$ cat src/rtl/demux_5bit_if.sv
// Handshake bundle for the registered 1-to-5 demultiplexer: one source side, five lanes out.
interface demux_5bit_if #(
  parameter int WIDTH     = 32,
  parameter int ERR_CNT_W = 8
);
  logic [WIDTH-1:0]     in_data;
  logic                 s0;
  logic                 s1;
  logic                 s2;
  logic                 in_valid;
  logic                 in_ready;
  logic [WIDTH-1:0]     out_data0;
  logic [WIDTH-1:0]     out_data1;
  logic [WIDTH-1:0]     out_data2;
  logic [WIDTH-1:0]     out_data3;
  logic [WIDTH-1:0]     out_data4;
  logic [4:0]           out_valid;
  logic [4:0]           out_ready;
  logic                 err;
  logic [ERR_CNT_W-1:0] err_count;

  // Master is the operand source plus the lane consumers; slave is the demux itself.
  modport master (
    output in_data, s0, s1, s2, in_valid, out_ready,
    input  in_ready, out_data0, out_data1, out_data2, out_data3, out_data4,
           out_valid, err, err_count
  );

  modport slave (
    input  in_data, s0, s1, s2, in_valid, out_ready,
    output in_ready, out_data0, out_data1, out_data2, out_data3, out_data4,
           out_valid, err, err_count
  );
endinterface

$ cat src/rtl/demux_5bit.sv
// Registered 1-to-5 demultiplexer with a one-entry valid/ready holding register per lane.
// Select code {s0,s1,s2} matches the result mux; codes 101..111 are dropped and counted.
module demux_5bit #(
  parameter int WIDTH     = 32,
  parameter int ERR_CNT_W = 8
) (
  input  logic        clk,
  input  logic        rst_n,
  demux_5bit_if.slave bus
);

  logic [2:0]           code;
  logic                 codeValid;
  logic [4:0]           selOneHot;
  logic [4:0]           laneFree;
  logic                 inReady;
  logic                 xfer;
  logic [4:0]           laneLoad;

  logic [WIDTH-1:0]     laneData [5];
  logic [4:0]           laneValid;
  logic                 errPulse;
  logic [ERR_CNT_W-1:0] errCount;

  assign code = {bus.s0, bus.s1, bus.s2};

  always_comb begin
    selOneHot = 5'b00000;
    codeValid = 1'b1;
    case (code)
      3'd0:    selOneHot = 5'b00001;
      3'd1:    selOneHot = 5'b00010;
      3'd2:    selOneHot = 5'b00100;
      3'd3:    selOneHot = 5'b01000;
      3'd4:    selOneHot = 5'b10000;
      default: codeValid = 1'b0;
    endcase
  end

  // A lane draining on this edge can accept a new word on the same edge.
  assign laneFree = ~laneValid | bus.out_ready;
  assign inReady  = codeValid ? |(selOneHot & laneFree) : 1'b1;
  assign xfer     = bus.in_valid && inReady;
  assign laneLoad = xfer ? selOneHot : 5'b00000;

  always_ff @(posedge clk or negedge rst_n) begin
    if (!rst_n) begin
      for (int k = 0; k < 5; k++) begin
        laneData[k] <= '0;
      end
      laneValid <= 5'b00000;
      errPulse  <= 1'b0;
      errCount  <= '0;
    end else begin
      for (int k = 0; k < 5; k++) begin
        if (laneLoad[k]) begin
          laneData[k]  <= bus.in_data;
          laneValid[k] <= 1'b1;
        end else if (bus.out_ready[k]) begin
          laneValid[k] <= 1'b0;
        end
      end
      errPulse <= xfer && !codeValid;
      if (xfer && !codeValid && (errCount != {ERR_CNT_W{1'b1}})) begin
        errCount <= errCount + 1'b1;
      end
    end
  end

  assign bus.in_ready  = inReady;
  assign bus.out_data0 = laneData[0];
  assign bus.out_data1 = laneData[1];
  assign bus.out_data2 = laneData[2];
  assign bus.out_data3 = laneData[3];
  assign bus.out_data4 = laneData[4];
  assign bus.out_valid = laneValid;
  assign bus.err       = errPulse;
  assign bus.err_count = errCount;

endmodule

$ cat src/flat_wrapper.sv
// flat-port wrapper written by rule: the top's interface ports become plain ports
module demux_5bit_flat 
#(
  parameter int WIDTH     = 32,
  parameter int ERR_CNT_W = 8
)
  (clk, rst_n, bus_in_data, bus_s0, bus_s1, bus_s2, bus_in_valid, bus_out_ready, bus_in_ready, bus_out_data0, bus_out_data1, bus_out_data2, bus_out_data3, bus_out_data4, bus_out_valid, bus_err, bus_err_count);
  demux_5bit_if #(.WIDTH(WIDTH), .ERR_CNT_W(ERR_CNT_W)) bus_i ();
  input  logic clk;
  input  logic rst_n;
  input wire logic [$bits(bus_i.in_data)-1:0] bus_in_data;
  input wire logic [$bits(bus_i.s0)-1:0] bus_s0;
  input wire logic [$bits(bus_i.s1)-1:0] bus_s1;
  input wire logic [$bits(bus_i.s2)-1:0] bus_s2;
  input wire logic [$bits(bus_i.in_valid)-1:0] bus_in_valid;
  input wire logic [$bits(bus_i.out_ready)-1:0] bus_out_ready;
  output wire logic [$bits(bus_i.in_ready)-1:0] bus_in_ready;
  output wire logic [$bits(bus_i.out_data0)-1:0] bus_out_data0;
  output wire logic [$bits(bus_i.out_data1)-1:0] bus_out_data1;
  output wire logic [$bits(bus_i.out_data2)-1:0] bus_out_data2;
  output wire logic [$bits(bus_i.out_data3)-1:0] bus_out_data3;
  output wire logic [$bits(bus_i.out_data4)-1:0] bus_out_data4;
  output wire logic [$bits(bus_i.out_valid)-1:0] bus_out_valid;
  output wire logic [$bits(bus_i.err)-1:0] bus_err;
  output wire logic [$bits(bus_i.err_count)-1:0] bus_err_count;
  assign bus_i.in_data = bus_in_data;
  assign bus_i.s0 = bus_s0;
  assign bus_i.s1 = bus_s1;
  assign bus_i.s2 = bus_s2;
  assign bus_i.in_valid = bus_in_valid;
  assign bus_i.out_ready = bus_out_ready;
  assign bus_in_ready = bus_i.in_ready;
  assign bus_out_data0 = bus_i.out_data0;
  assign bus_out_data1 = bus_i.out_data1;
  assign bus_out_data2 = bus_i.out_data2;
  assign bus_out_data3 = bus_i.out_data3;
  assign bus_out_data4 = bus_i.out_data4;
  assign bus_out_valid = bus_i.out_valid;
  assign bus_err = bus_i.err;
  assign bus_err_count = bus_i.err_count;
  demux_5bit #(.WIDTH(WIDTH), .ERR_CNT_W(ERR_CNT_W)) u_core (.clk(clk), .rst_n(rst_n), .bus(bus_i));
endmodule
$ cat config.mk
export PLATFORM = sky130hd
export DESIGN_NAME = demux_5bit_flat
export DESIGN_NICKNAME = d
export VERILOG_FILES = /design/src/rtl/demux_5bit_if.sv /design/src/rtl/demux_5bit.sv /design/src/flat_wrapper.sv
export SDC_FILE = /design/constraint.sdc
export NUM_CORES = 1
export LEC_CHECK = 0
export ABC_CLOCK_PERIOD_IN_PS = 2600
export CAP_MARGIN = 20
export CORE_MARGIN = 8
export CORE_UTILIZATION = 27
export CTS_CLUSTER_SIZE = 28
export DETAILED_ROUTE_END_ITERATION = 12
export DONT_BUFFER_PORTS = 1
export GPL_ROUTABILITY_DRIVEN = 0
export GPL_TIMING_DRIVEN = 1
export HOLD_SLACK_MARGIN = 0.12
export PLACE_DENSITY = 0.39
export SYNTH_ARGS = -nofsm -noshare
export SYNTH_HDL_FRONTEND = slang
export SYNTH_SLANG_ARGS = --single-unit
$ cat constraint.sdc
create_clock -name clk -period 2.6 [get_ports clk]
set_input_delay 0.52 -clock clk [delete_from_list [all_inputs] [get_ports clk]]
set_output_delay 0.52 -clock clk [all_outputs]
set_load 0.005 [all_outputs]
==> summary.txt <==
Outcome
  • Status: finished, violations left
  • Failing checks: negative hold slack

Power
  • Combinational cell fraction of total power: 11.4%
  • Sw power: 2.399 mW
  • Int Pwr: 5.441 mW
  • Power density relative to cell area: 962.2 nW/µm²
  • Switching Fraction: 30.60%
  • Relative contribution of sequential cells to total power: 54.2%
  • Clock network fraction of total power: 34.4%
  • VDD IR-drop max: 299.0 µV
  • Total chip power: 7.840 mW
  • Static power due to leakage: 3.370 nW

Floorplan
  • Core Region: 26060 µm²
  • Initial core utilization: 27.49%
  • Die Ht: 178.9 µm
  • Overall die area: 32000 µm²
  • Floorplan row count: 59
  • Chip Width: 178.9 µm
  • I/O pin cnt: 218

Clocking
  • # resized after CTS: 0
  • Total number of H-tree levels: 4
  • TritonCTS clock tree: yes
  • CTS buffer count: 17
  • Bufs on Longest Clock Path: 2
  • Clock transition at the registers of the reported paths: 0.08 ns
  • Post-CTS repair timing setup buffer count: 0
  • Source-to-sink clock delay at the later pin of the worst-skew pair: 0.42 ns
  • Library cell used as clock root buffer: clkbuf_16
  • Number of clock sinks: 174

Yosys
  • Number of synthesis warnings: 0
  • Most used DFF post-synth: dfrtp_1
  • Mapped cell area: 7164 µm²
  • Sequential fraction of the synthesis area: 60.78%
  • Number of synthesized flops with an enable pin: 0
  • Syn Inst Count: 517
  • Synth unique cells: 35
  • Number of register bits inferred by synthesis: 174
  • Avg Cell Area, Syn: 13.86 µm²
  • Asr flop ratio synth: 100.0%
  • Number of nets produced by synthesis: 561

GRT
  • Largest net degree at the start of global routing: 175
  • Global router's overall resource usage: 13.00%
  • Vias in the first global route: 4572
  • Number of antenna violations at the first check in global routing: 0
  • First-pass GRT wire length: 31220 µm
  • GR Overflow Total: 0

Place
  • Dpl cell area: 7535 µm²
  • Detailed-placement wirelength estimate: 14470 µm
  • Pre-CTS setup slack: 0.6775 ns
  • Number of buffers added on ports: 0

Route
  • Sum of routed wire length over all layers: 20880 µm
  • Vias: 4371
  • Average wire per standard cell: 24.16 µm
  • Iteration-0 DRC count of the detailed router: 230
  • DRT antenna net count: 0
  • First-pass DRT Iterations: 4
  • Avg Vias per Cell: 5.059
  • Remaining DRCs: 0

STA
  • Measured slew at the worst slew-check pin: 0.4560 ns
  • Achievable frequency: 472.9 MHz
  • Post-Route Setup TNS: 0 ns
  • Setup WS post-layout: 0.4855 ns
  • Final slew viol count: 0
  • Max_slew headroom: 69.60%
  • Min Tclk post-route: 2.115 ns
  • Setup repair after global routing missed its margin: false
  • Period utilization: 81.33%
  • Setup violators final: 0
  • Worst clock skew: 0.01025 ns
  • Number of hold violations in the final report: 174
  • Worst hold margin: -0.2116 ns

Finish
  • Diodes inserted: 0
  • Most frequent cells in the layout: dfrtp_1 (174), mux2_2 (120), nand2_1 (42), nand4_1 (35)
  • Filler Cells Inserted: 2611
  • Final standard cell utilization of the core: 31.27%
  • Ratio of cells with drive above 1 in the final layout: 34.40%
  • Post-route cell area: 8148 µm²
  • Nets: 560
  • Area added between synthesis and finish: 13.73%
  • Most frequent standard cell in the layout excluding fill and tap cells: dfrtp_1

Worst setup path
  • Worst Reg2Reg Path Length in Cells: 4
  • Beginning of the worst register-to-register path: u_core.bus.err_count[0]
  • Crit path largest cell delay: 0.41 ns
  • Beginning of the critical path: u_core.bus.out_valid[2]
  • Sum of buffers and inverters on the critical path: 1
  • Stages on the worst setup path: 5
  • Worst Setup End Kind: output pin
  • Top Family by Delay on Critical Path: flip-flops
  • CP startpoint kind: register
  • Critical Path, Cell by Cell: nand2b_1 > a22oi_2 > nand2_1 > o2bb2ai_1 > buf_4
  • Type of the worst setup path: register to output pin
  • Data required time at the worst endpoint: 2.08 ns
  • Critical path peak fanout: 3
  • Slowest CP cell: dfrtp_1
  • Worst Path Arrival: 1.59 ns
  • Register-to-Register Setup Slack: 0.77 ns

Job
  • Maximum capacitance violations: 0

Min path
  • Hold WC Path Type: input port to async pin
## worst paths after layout
| check | to |
|---|---|
| max | bus_in_ready |
| min in group clk | u_core.bus.out_data2[6] |
| min reg2reg | u_core.bus.out_data4[14] |
| min | u_core.bus.err_count[3] |
| max in group asynchronous | u_core.bus.out_data3[14] |
| max reg2reg | u_core.bus.err_count[1] |
## routing by layer
layer | wire, µm | GRT usage [%] | vias to the layer above
met5 | 0 | 0 | -
met4 | 170 | 3.307 | 0
met3 | 2187 | 5.876 | 9
met2 | 10390 | 21.38 | 138
met1 | 8133 | 15.18 | 2342
li1 | - | - | 1882
## cell type report
| class | instances | area [µm²] | area share [%] |
|---|---|---|---|
| clock buffers | 17 | 425.4 | 5.221 |
| clock inverters | 15 | 187.7 | 2.303 |
| inverters | 1 | 3.754 | 0.04607 |
| multi-input cells | 305 | 2618 | 32.13 |
| flip-flops and latches | 174 | 4354 | 53.44 |
| well taps | 335 | 419.2 | 5.144 |
| repair buffers | 17 | 140.1 | 1.720 |
## power groups by stage
stage / registers [mW] / clock network (mW) / logic, mW
floorplan: 3.97 / 0 / 0.779
detailed placement: 4.35 / 0 / 0.909
CTS: 4.31 / 2.80 / 0.908
global placement: 4.36 / 0 / 0.857
finish: 4.25 / 2.70 / 0.891
global route: 4.39 / 2.89 / 1.01
## worst register-to-register path, delay by kind of cell, from the launching register on
family                     cells  cell delay, ns
DFF                            1            0.44
AOI/OAI and AO/OA              1            0.43
muxes                          1            0.38
adders and majority gates      1            0.24
and+or+nand+nor                1            0.24
## sequential cells by signal, summed over array words and instances, names as in the netlist
register	count
u_core.bus.out_data2	32
u_core.bus.out_data1	32
u_core.bus.out_data0	32
u_core.bus.out_data3	32
u_core.bus.out_valid	5
u_core.bus.err	1
u_core.bus.err_count	8
u_core.bus.out_data4	32
## synth_stat cells (2+ instances only)
| cell type | instances | area, µm² |
|---|---|---|
| dfrtp_1 | 174 | 4354 |
| mux2_2 | 120 | 1351 |
| nand2_1 | 42 | 157.7 |
| nand4_1 | 35 | 219.0 |
| a21oi_1 | 32 | 160.2 |
| nor4b_1 | 32 | 280.3 |
| buf_2 | 19 | 95.09 |
| clkbuf_1 | 10 | 37.54 |
| mux2_1 | 10 | 112.6 |
| buf_6 | 5 | 56.30 |
| nand2b_1 | 5 | 31.28 |
| xnor2_1 | 5 | 43.79 |
| and3_1 | 3 | 18.77 |
| buf_4 | 3 | 22.52 |
| nor2b_1 | 2 | 12.51 |
## through the flow
step	std cells	hold WS, ns
2_1_floorplan	517	0.2244
3_3_place_gp	832	0.2311
3_5_place_dp	832	0.2319
4_1_cts	864	-0.2438
5_1_grt	864	-0.2439
6_report	864	-0.2116
## logic make-up after synthesis
| family | synth area share (%) |
|---|---|
| fa+ha+maj | 0.1746 |
| mux | 20.43 |
| flops | 60.78 |
| compound gates | 3.109 |
| simple gates | 11.77 |
| xor+xnor | 0.7335 |
| buf+inv | 3.004 |
Note: power is estimated with default switching activity, not from simulation.
